## src/rtl/lfsr_dec_display.sv

```systemverilog
// Fibonacci LFSR with load/free-run/single-step control, decimal conversion and 7-segment drive.
// Latency: value updates on the control edge; seg follows WIDTH+2 edges after a change when idle.
// No backpressure: value changes during a conversion are coalesced, latest value shown next.
module lfsr_dec_display #(
    parameter int               WIDTH  = 8,
    parameter logic [WIDTH-1:0] TAPS   = 8'b00011101,
    parameter int               DIGITS = 3
) (
    input  logic                  clk,
    input  logic                  reset,
    input  logic                  load,
    input  logic [WIDTH-1:0]      seed,
    input  logic                  en,
    input  logic                  mode,
    input  logic                  step,
    input  logic                  blank_lz,
    output logic [WIDTH-1:0]      value,
    output logic [7*DIGITS-1:0]   seg,
    output logic                  busy,
    output logic                  disp_valid
);

    function automatic longint unsigned pow10(input int n);
        longint unsigned r;
        r = 1;
        for (int i = 0; i < n; i++) begin
            r = r * 10;
        end
        return r;
    endfunction

    localparam longint unsigned MAX_VAL = (64'd1 << WIDTH) - 64'd1;

    // Refuse to build a configuration whose digits cannot hold the largest LFSR value.
    generate
        if (WIDTH < 4 || WIDTH > 16) begin : g_bad_width
            $error("lfsr_dec_display: WIDTH must be 4..16");
        end
        if (pow10(DIGITS) <= MAX_VAL) begin : g_bad_digits
            $error("lfsr_dec_display: DIGITS too small for WIDTH");
        end
    endgenerate

    localparam int              CNT_W    = $clog2(WIDTH + 1);
    localparam logic [CNT_W-1:0] CNT_LAST = CNT_W'(WIDTH - 1);
    localparam int              BCD_W    = 4 * DIGITS;

    typedef enum logic [1:0] {
        S_IDLE  = 2'd0,
        S_SHIFT = 2'd1,
        S_DONE  = 2'd2
    } state_t;

    function automatic logic [6:0] seg_decode(input logic [3:0] d);
        logic [6:0] s;
        case (d)
            4'd0:    s = 7'b1000000;
            4'd1:    s = 7'b1111001;
            4'd2:    s = 7'b0100100;
            4'd3:    s = 7'b0110000;
            4'd4:    s = 7'b0011001;
            4'd5:    s = 7'b0010010;
            4'd6:    s = 7'b0000010;
            4'd7:    s = 7'b1111000;
            4'd8:    s = 7'b0000000;
            4'd9:    s = 7'b0010000;
            default: s = 7'b1111111;
        endcase
        return s;
    endfunction

    // ---------------- LFSR ----------------
    logic [WIDTH-1:0] r_value;
    logic             r_step_d;
    logic             w_fb;
    logic             w_step_rise;
    logic             w_advance;

    assign w_fb        = ^(r_value & TAPS);
    assign w_step_rise = step & ~r_step_d;
    assign w_advance   = mode ? w_step_rise : en;

    // LFSR state: load beats advance beats hold; a zero seed is replaced by 1 to avoid lock-up.
    always_ff @(posedge clk) begin
        if (reset) begin
            r_value  <= WIDTH'(1);
            r_step_d <= 1'b0;
        end else begin
            r_step_d <= step;
            if (load) begin
                r_value <= (seed == '0) ? WIDTH'(1) : seed;
            end else if (w_advance) begin
                r_value <= {w_fb, r_value[WIDTH-1:1]};
            end
        end
    end

    // ---------------- Converter ----------------
    state_t             r_state;
    state_t             w_state_nxt;
    logic               w_start;
    logic               w_busy;
    logic               r_forced;
    logic [WIDTH-1:0]   r_snap;
    logic [WIDTH-1:0]   r_shr;
    logic [BCD_W-1:0]   r_bcd;
    logic [CNT_W-1:0]   r_cnt;
    logic [WIDTH-1:0]   r_last;
    logic [7*DIGITS-1:0] r_seg;
    logic               r_disp_valid;

    logic [BCD_W-1:0]        w_bcd_adj;
    logic [BCD_W+WIDTH-1:0]  w_shift;
    logic [7*DIGITS-1:0]     w_seg_new;
    logic                    w_lead;

    // FSM state register.
    always_ff @(posedge clk) begin
        if (reset) begin
            r_state <= S_IDLE;
        end else begin
            r_state <= w_state_nxt;
        end
    end

    // FSM next state, start strobe and busy flag.
    always_comb begin
        w_state_nxt = r_state;
        w_start     = 1'b0;
        w_busy      = 1'b0;
        case (r_state)
            S_IDLE: begin
                if (r_forced || (r_value != r_last)) begin
                    w_start     = 1'b1;
                    w_state_nxt = S_SHIFT;
                end
            end
            S_SHIFT: begin
                w_busy = 1'b1;
                if (r_cnt == CNT_LAST) begin
                    w_state_nxt = S_DONE;
                end
            end
            S_DONE: begin
                w_busy      = 1'b1;
                w_state_nxt = S_IDLE;
            end
            default: begin
                w_state_nxt = S_IDLE;
            end
        endcase
    end

    // Double-dabble correction: any BCD digit of 5 or more gets +3 before the shift.
    always_comb begin
        w_bcd_adj = r_bcd;
        for (int d = 0; d < DIGITS; d++) begin
            if (r_bcd[4*d +: 4] >= 4'd5) begin
                w_bcd_adj[4*d +: 4] = r_bcd[4*d +: 4] + 4'd3;
            end
        end
    end

    assign w_shift = {w_bcd_adj, r_shr} << 1;

    // Segment image with optional blanking of zero digits above the most significant nonzero one.
    always_comb begin
        w_seg_new = '1;
        w_lead    = blank_lz;
        for (int d = DIGITS - 1; d >= 1; d--) begin
            if (r_bcd[4*d +: 4] != 4'd0) begin
                w_lead = 1'b0;
            end
            w_seg_new[7*d +: 7] = w_lead ? 7'b1111111 : seg_decode(r_bcd[4*d +: 4]);
        end
        w_seg_new[6:0] = seg_decode(r_bcd[3:0]);
    end

    // Converter datapath: snapshot on start, shift-add-3 per SHIFT cycle, publish in DONE.
    always_ff @(posedge clk) begin
        if (reset) begin
            r_forced     <= 1'b1;
            r_snap       <= '0;
            r_shr        <= '0;
            r_bcd        <= '0;
            r_cnt        <= '0;
            r_last       <= '0;
            r_seg        <= '1;
            r_disp_valid <= 1'b0;
        end else begin
            r_disp_valid <= 1'b0;
            case (r_state)
                S_IDLE: begin
                    if (w_start) begin
                        r_snap   <= r_value;
                        r_shr    <= r_value;
                        r_bcd    <= '0;
                        r_cnt    <= '0;
                        r_forced <= 1'b0;
                    end
                end
                S_SHIFT: begin
                    r_bcd <= w_shift[BCD_W+WIDTH-1:WIDTH];
                    r_shr <= w_shift[WIDTH-1:0];
                    r_cnt <= r_cnt + 1'b1;
                end
                S_DONE: begin
                    r_seg        <= w_seg_new;
                    r_last       <= r_snap;
                    r_disp_valid <= 1'b1;
                end
                default: begin
                    r_cnt <= '0;
                end
            endcase
        end
    end

    assign value      = r_value;
    assign seg        = r_seg;
    assign busy       = w_busy;
    assign disp_valid = r_disp_valid;

endmodule

```

## config.mk

```make
export PLATFORM = sky130hd
export DESIGN_NAME = lfsr_dec_display
export DESIGN_NICKNAME = d
export VERILOG_FILES = /design/src/rtl/lfsr_dec_display.sv
export SDC_FILE = /design/constraint.sdc
export NUM_CORES = 1
export LEC_CHECK = 0
export ABC_AREA = 1
export CORE_MARGIN = 4
export CORE_UTILIZATION = 41
export DETAILED_ROUTE_END_ITERATION = 6
export SYNTH_ARGS = -nofsm -noshare
export SYNTH_HDL_FRONTEND = slang
export SYNTH_SLANG_ARGS = --single-unit
```

## constraint.sdc

```tcl
create_clock -name clk -period 2.95 [get_ports clk]
set_clock_uncertainty 0.1 [all_clocks]
set_input_delay 0.295 -clock clk [delete_from_list [all_inputs] [get_ports clk]]
set_output_delay 0.295 -clock clk [all_outputs]
set_load 0.1 [all_outputs]
```

==> flow_summary.json, run 1 <==
{
  "slowest_stage": "dfxtp_1",
  "synthSimpleGateAreaFrac": 0.281,
  "grt_pass1_vias": 3585,
  "grt_max_degree": 33,
  "grt_pass1_wl_mm": 16.9,
  "root_buffer": "clkbuf_8",
  "crit_path_start": "value[7]",
  "synth.net_count": 607,
  "hpwl_mm": 7.26,
  "post_cts_buffers": 0,
  "critPathMaxStageDelay_ps": 440,
  "drt-total-wl_mm": 9.85,
  "p_leak_nw": 2.28,
  "drc": 0,
  "hp-class": "reg2reg",
  "rows": 37,
  "regArea_um2": 1760,
  "synth_xor_area_frac": 0.0159,
  "fin_area_um2": 5100,
  "numCtsBuffers": 9,
  "syn_area_um2": 4410,
  "netlist.area_leader.share": 0.399,
  "cap_violations": 0,
  "die_height_um": 112,
  "synth_compound_gate_area_share": 0.147,
  "worstPathMaxFanout": 7,
  "cts_resized": 0,
  "drt_iter0_markers": 176,
  "cts_hold_buf": 0,
  "firstDrtPassIters": 4,
  "initial_core_util": 0.424,
  "ys_warn_count": 0,
  "post-route-period-util": 0.868,
  "synth_cells": 566,
  "fin_crit_ps": 2560,
  "synth-seq-area-share": 0.399,
  "ant_nets": 0,
  "yosysMostFrequentCell": "nand2_1",
  "gp_congestion": 0.812,
  "synthFlopType": "dfxtp_1",
  "finalSetupViolCount": 0,
  "synth_top_family_by_area": "simple AND/OR/NAND/NOR gates",
  "cts.clk_slew.worst_paths_ps": 100,
  "r2r_start": "value[7]",
  "rsz0062_at_grt": "false",
  "tightest_slew_ps": 656,
  "portBuffers": 45,
  "synthAdderAreaFrac": 0.0737,
  "power_density_nw_per_um2": 1060,
  "worst-setup-path-type": "reg2reg",
  "grt_overflow": 0,
  "cp-start-kind": "flop",
  "postSynthAreaPerCell_um2": 7.80,
  "routed_via_density": 4.90,
  "run_status": "completed",
  "io_pins": 46,
  "dr_total_vias": 3676,
  "fin_nets": 650,
  "postLayoutCoreUtil": 0.489,
  "crit_chain": "inv_2 -> a21oi_1 -> nand2_1 -> nor2_2 -> nand4_2 -> buf_4 -> nand3_4 -> nand2_4 -> nand2_4 -> inv_1 -> ha_1 -> inv_1 -> nand3_1 -> nand3_1 -> nand2_2",
  "die_area_um2": 12500,
  "clock.fmax_mhz": 391,
  "peakVddDrop_v": 0.000641,
  "cp.arrival_ps": 2710,
  "nFillCells": 1072,
  "clock-sinks": 88,
  "critPathCaptureType": "flop",
  "h-tree-depth": 3,
  "insertion_delay_ps": 360,
  "yosysUniqueCellTypes": 41,
  "multi_input_area_um2": 2280,
  "die_w_um": 112,
  "yosysTopAreaCell": "dfxtp_1",
  "synthMuxAreaShare": 0,
  "grt_usage": 0.164,
  "synth_seq_cells": 88,
  "cts_tree": "done",
  "drive_above_1_share": 0.184,
  "synth.top_cells.by_count": "99 x nand2_1, 88 x dfxtp_1, 59 x inv_1, 48 x nand3_1, 46 x o21ai_0",
  "core_area_um2": 10400,
  "cp_data_required_time_ps": 3100,
  "syn_to_final_growth_pct": 15.5,
  "hold_violations": 0,
  "ys_top_cells_by_area": "dfxtp_1 40%, nand2_1 8.4%, ha_1 7.4%",
  "antenna_found_initial": 0,
  "wl_per_cell_um": 13.1,
  "synth-edff-count": 0,
  "antenna_cells": 0,
  "clockBufferDepth": 2,
  "drv_slew": 0,
  "async_flop_share": 0,
  "dpl-instance-area_um2": 4920,
  "relSlewSlack": 0.562,
  "tns_ps": 0
}
## worst paths after layout
| kind | endpoint | slack, ps | depth (start not counted) |
|---|---|---|---|
| setup / recovery | flop | 390 | 15 |
| hold / removal | seg[14] | 350 | 2 |
| setup reg to reg | flop | 390 | 15 |
| hold reg to reg | seg[14] | 350 | 2 |
## report_power, final
group	internal [W]	total [W]	switching, W	leakage, nW
Clock	0.000309	0.000752	0.000443	0.0789
Sequential	0.00155	0.00177	0.000222	0.722
Combinational	0.000817	0.00285	0.00204	1.48
## cell usage in the layout (no fill, tap or decap), types with 2 or more instances in the layout
cell type / count
a21oi_1: 40
a31oi_1: 7
buf_4: 41
clkbuf_8: 9
clkdlybuf4s50_1: 14
clkinv_4: 2
clkinvlp_4: 3
dfxtp_1: 88
ha_1: 26
inv_1: 59
inv_2: 8
nand2_1: 99
nand2_2: 20
nand2_4: 11
nand2_8: 2
nand3_1: 48
nand3_2: 8
nand3_4: 3
nand4_1: 2
nor2_1: 29
nor3_1: 4
o211ai_1: 6
o21ai_0: 46
o21ai_1: 2
o22ai_1: 14
xnor2_1: 5
xor2_1: 3
## logic make-up after synthesis
kind of cell    after synthesis
compound gates              119
flops                        88
fa+ha+maj                    26
xor+xnor                      8
simple gates                234
buf+inv                      91
## per-layer routing
layer | share of wire | global-route usage | vias to the layer above
li1 | - | - | 1941
met3 | 0.032 | 0.0326 | 9
met2 | 0.46 | 0.266 | 44
met1 | 0.49 | 0.217 | 1682
met5 | 0 | 0 | -
met4 | 0.013 | 0.0552 | 0
## critical path, delay by kind of cell, from the launching register on
kind,cells,cell delay [ps]
fa+ha+maj,1,280
simple gates,9,1010
compound gates,1,130
flops,1,440
buf+inv,4,480
## cell type report
| cell class | instances | share of cell area |
|---|---|---|
| well taps | 136 | 0.0334 |
| clock inverters | 6 | 0.00884 |
| multi-input cells | 387 | 0.448 |
| clock buffers | 10 | 0.0250 |
| flip-flops and latches | 88 | 0.346 |
| inverters | 68 | 0.0511 |
| repair buffers | 55 | 0.0879 |
## metrics by stage
stage          setup WS, ps  hold slack (ps)  total power (W)  std cells
6_report                390              348          0.00538        750
5_1_grt                 194              374          0.00585        750
4_1_cts                 381              353          0.00544        750
3_5_place_dp            418              331          0.00467        734
3_3_place_gp            549              327          0.00462        734
2_1_floorplan           123              320          0.00408        566
Note: power is estimated with default switching activity, not from simulation.
==> inputs of run 2 (changes only) <==
--- a/config.mk
+++ b/config.mk
@@ -6,7 +6,7 @@
 export NUM_CORES = 1
 export LEC_CHECK = 0
 export ABC_AREA = 1
-export CORE_MARGIN = 4
+export CORE_MARGIN = 8
 export CORE_UTILIZATION = 41
 export DETAILED_ROUTE_END_ITERATION = 6
 export SYNTH_ARGS = -nofsm -noshare
==> run 2 against run 1 <==
  * Total power increased by 1.7%
  * Die area grew 15%
  * Largest power group unchanged
  * Sequential share of layout area decreased by 0.20 points
  * Final area rose by 0.59%
  * Largest cell class unchanged
  * Register-to-register slack better by 130 ps
  * Sequential power about the same
==> flow_summary.json, run 2 (synthesis gave the netlist of run 1 again) <==
{
  "grt_max_degree": 33,
  "cp-start-kind": "flop",
  "fin_nets": 649,
  "wl_per_cell_um": 12.9,
  "reg2reg_depth": 15,
  "finalSetupViolCount": 0,
  "drt-total-wl_mm": 9.70,
  "layout_commonest_cell": "nand2_1",
  "h-tree-depth": 3,
  "root_buffer": "clkbuf_8",
  "whs_ps": 348,
  "post-route-period-util": 0.825,
  "numCtsBuffers": 9,
  "r2r_start": "value[7]",
  "antenna_found_initial": 0,
  "relSlewSlack": 0.583,
  "firstDrtPassIters": 4,
  "cp_data_required_time_ps": 3110,
  "nFillCells": 1069,
  "drc": 0,
  "gp_congestion": 0.829,
  "grt_pass1_wl_mm": 17.1,
  "drv_slew": 0,
  "core_area_um2": 10700,
  "whs_path_depth": 2,
  "drive_above_1_share": 0.184,
  "highest_layer": "met4",
  "insertion_delay_ps": 350,
  "clock-sinks": 88,
  "run_status": "completed",
  "tightest_slew_ps": 625,
  "wl_met3_um": 217,
  "cts_tree": "done",
  "clockBufferDepth": 2,
  "grt_usage": 0.142,
  "critPathCaptureType": "flop",
  "antenna_cells": 0,
  "worstPathMaxFanout": 12,
  "holdPathEnd": "seg[14]",
  "r2r_slack_ps": 520,
  "die_height_um": 120,
  "drt-met1-wl_mm": 4.80,
  "syn_to_final_growth_pct": 16.2,
  "cap_violations": 0,
  "cts_hold_buf": 0,
  "io_pins": 46,
  "cp.arrival_ps": 2590,
  "cts.clk_slew.worst_paths_ps": 90,
  "grt_pass1_vias": 3713,
  "tns_ps": 0,
  "portBuffers": 45,
  "drt_iter0_markers": 144,
  "power_density_nw_per_um2": 1070,
  "worst-setup-path-type": "reg2reg",
  "cts_resized": 0,
  "post_cts_buffers": 0,
  "hold_violations": 0,
  "dr_total_vias": 3662,
  "instances_no_fill": 753,
  "rows": 38,
  "rsz0062_at_grt": "false",
  "fin_crit_ps": 2430,
  "layout_common_cells": "99 x nand2_1, 88 x dfxtp_1, 59 x inv_1, 48 x nand3_1, 46 x o21ai_0",
  "met2WireLength_mm": 4.57,
  "ant_nets": 0,
  "peakVddDrop_v": 0.000668,
  "p_total_w": 0.00547,
  "hpwl_mm": 7.24,
  "clock.fmax_mhz": 411,
  "die_area_um2": 14300,
  "grt_overflow": 0,
  "routed_via_density": 4.86,
  "post-place-cells": 737,
  "die_w_um": 120,
  "initial_core_util": 0.414,
  "p_leak_nw": 2.29,
  "hp-class": "reg2reg"
}
run 2: cell count changes in the layout (fill, tap and decap cells not counted), sizes merged:
cell and change:
buf -1, bufinv +1, clkinvlp -1
run 2: metrics by stage:
step                      utilization  area [um^2]  setup WS (ps)
after floorplan                     -         4410            123
after global placement          0.462         4920            582
after detailed placement        0.462         4920            522
after CTS                       0.481         5130            503
after global routing            0.481         5130            310
final                           0.481         5130            517
run 2: worst max path at each step:
stage,from,slack [ps],end
detailed placement,value[7],520,flop
floorplan,value[0],120,flop
global placement,value[7],580,flop
global route,value[7],310,flop
CTS,value[7],500,flop
finish,value[7],520,flop
run 2: cell type report:
| type | count | area [um^2] | area share |
|---|---|---|---|
| multi-input cells | 387 | 2280 | 0.446 |
| repair buffers | 54 | 440 | 0.0859 |
| well taps | 140 | 175 | 0.0342 |
| clock buffers | 10 | 138 | 0.0268 |
| clock inverters | 6 | 67.6 | 0.0132 |
| inverters | 68 | 260 | 0.0508 |
| flip-flops and latches | 88 | 1760 | 0.344 |
run 2: where the power goes:
part	total [W]	switching [W]	internal, W
Combinational	0.00284	0.00203	0.000816
Clock	0.000852	0.000434	0.000417
Sequential	0.00177	0.000224	0.00155
run 2: per-layer routing:
layer  up-vias  track usage
li1       1947            -
met1      1681        0.180
met2        28        0.236
met3         6       0.0315
met4         0       0.0429
met5         -            0
run 2: critical path, cell delays in order (launching register included):
cell	delay (ps)
dfxtp_1	440
inv_2	70
a21oi_1	140
nand2_1	80
nor2_2	190
nand4_2	170
buf_4	230
nand3_4	80
nand2_4	60
nand2_4	90
inv_1	80
ha_1	290
inv_1	50
nand3_1	100
nand3_1	120
nand2_2	40
==> inputs of run 3 (changes only) <==
==> constraint.sdc (replaced) <==
create_clock -name clk -period 2.3 [get_ports clk]
set_clock_uncertainty 0.1 [all_clocks]
set_input_delay 0.23 -clock clk [delete_from_list [all_inputs] [get_ports clk]]
set_output_delay 0.23 -clock clk [all_outputs]
set_load 0.1 [all_outputs]
==> run 3 against run 2 <==
  * Flip-flop and latch count unchanged
  * Cell count rose by 3.7%
  * Combinational power rose by 43%
  * Highest routed layer unchanged
  * First-iteration DRC count rose by 9.7%
  * Die area unchanged
  * Clock power up 40%
  * Utilization grew 3.4 points
  * Critical path type unchanged
  * Global-route usage up 0.52 points
  * Critical path depth fell by 5
==> flow_summary.json, run 3 (synthesis gave the netlist of run 1 again) <==
{
  "run_status": "completed",
  "hold_violations": 0,
  "drt-total-wl_mm": 10.3,
  "grt_overflow": 0,
  "post-route-period-util": 0.949,
  "rows": 38,
  "critPathMaxStageDelay_ps": 350,
  "layout_common_cells": "98 x nand2_1, 77 x dfxtp_1, 67 x buf_4, 55 x inv_1, 45 x o21ai_0",
  "reg2reg_depth": 10,
  "finalSetupViolCount": 0,
  "fin_nets": 677,
  "crit_path_start": "value[4]",
  "die_w_um": 120,
  "antenna_cells": 0,
  "drive_above_1_share": 0.261,
  "p_total_w": 0.00751,
  "worstPathMaxFanout": 6,
  "layout_commonest_cell": "nand2_1",
  "crit_chain": "xor2_1 -> nor2_1 -> nand4_4 -> buf_4 -> nand3_1 -> nand3_4 -> ha_1 -> nand3_1 -> nand3_1 -> nand2_2",
  "r2r_start": "value[4]",
  "hp-class": "in2reg",
  "routed_via_density": 4.92,
  "firstDrtPassIters": 5,
  "cp-start-kind": "flop",
  "drv_slew": 0,
  "slowest_stage": "dfxtp_4",
  "worst-setup-path-type": "reg2reg",
  "grt_max_degree": 33,
  "io_pins": 46,
  "die_area_um2": 14300,
  "h-tree-depth": 3,
  "multi_input_area_um2": 2380,
  "power_density_nw_per_um2": 1370,
  "cap_violations": 0,
  "r2r_slack_ps": 120,
  "root_buffer": "clkbuf_8",
  "cts_tree": "done",
  "crit_top_cell": "nand3_1",
  "cts_hold_buf": 0,
  "critPathCaptureType": "flop",
  "numCtsBuffers": 9,
  "cts.clk_slew.worst_paths_ps": 90,
  "drt_iter0_markers": 158,
  "dr_total_vias": 3844,
  "wl_per_cell_um": 13.1,
  "ant_nets": 0,
  "clock.fmax_mhz": 458,
  "die_height_um": 120,
  "portBuffers": 45,
  "regArea_um2": 1800,
  "gp_congestion": 0.853,
  "clockBufferDepth": 2,
  "antenna_found_initial": 0,
  "initial_core_util": 0.414,
  "hpwl_mm": 7.61,
  "fin_crit_ps": 2180,
  "grt_pass1_wl_mm": 17.6,
  "nFillCells": 1088,
  "tightest_slew_ps": 536,
  "p_leak_nw": 2.47,
  "post-place-cells": 755,
  "insertion_delay_ps": 360,
  "grt_usage": 0.147,
  "drc": 0,
  "syn_to_final_growth_pct": 24.3,
  "core_area_um2": 10700,
  "grt_pass1_vias": 3661,
  "clock-sinks": 88,
  "cp.arrival_ps": 2340,
  "cp_data_required_time_ps": 2460,
  "peakVddDrop_v": 0.000697,
  "instances_no_fill": 781,
  "relSlewSlack": 0.640,
  "postLayoutCoreUtil": 0.515
}
run 3: per-stage QoR:
stage          worst slack (ps)  TNS (ps)  hold slack (ps)  instance area (um^2)
2_1_floorplan              10.5         0              255                  4450
3_3_place_gp               60.8         0              325                  5100
3_5_place_dp              -1.02     -1.02              333                  5100
4_1_cts                   0.941         0              297                  5330
5_1_grt                   -20.9     -71.8              307                  5490
6_report                    117         0              317                  5490
run 3: worst min path at each step:
| stage | cells after the start | startpoint | endpoint | slack, ps |
|---|---|---|---|---|
| floorplan | 2 | step | r_step_d | 260 |
| global placement | 2 | flop | seg[14] | 330 |
| detailed placement | 2 | flop | seg[14] | 330 |
| CTS | 3 | step | r_step_d | 300 |
| global route | 3 | step | r_step_d | 310 |
| finish | 3 | step | r_step_d | 320 |
run 3: power by group:
part / internal (W) / switching [W] / total (W)
Sequential: 0.00199 / 0.000268 / 0.00226
Clock: 0.000630 / 0.000562 / 0.00119
Combinational: 0.00130 / 0.00276 / 0.00405
run 3: what timing repair did:
item | in CTS | in global routing
pin swaps | 0 | 9
setup endpoints to repair | 2 | 14
resized for setup | 1 | 25
gates cloned | 0 | 0
buffers inserted | 0 | 10
run 3: layout make-up:
cell class              count  share of cell area
clock buffers              13              0.0328
clock inverters             3             0.00844
inverters                  68              0.0474
multi-input cells         387               0.433
flip-flops and latches     88               0.327
well taps                 140              0.0319
repair buffers             82               0.119
run 3: worst max-delay path: cells and delay by family, from the launching register on:
family        cells  cell delay, ps
flops             1             350
simple gates      7             950
xor+xnor          1             160
fa+ha+maj         1             310
buf+inv           1             190
run 3: layer usage:
metal	wire length, um	part of all wire	GRT usage
met5	0	0	0
met4	96	0.0094	0.0375
met1	4800	0.47	0.196
met2	4900	0.48	0.236
met3	472	0.046	0.0324
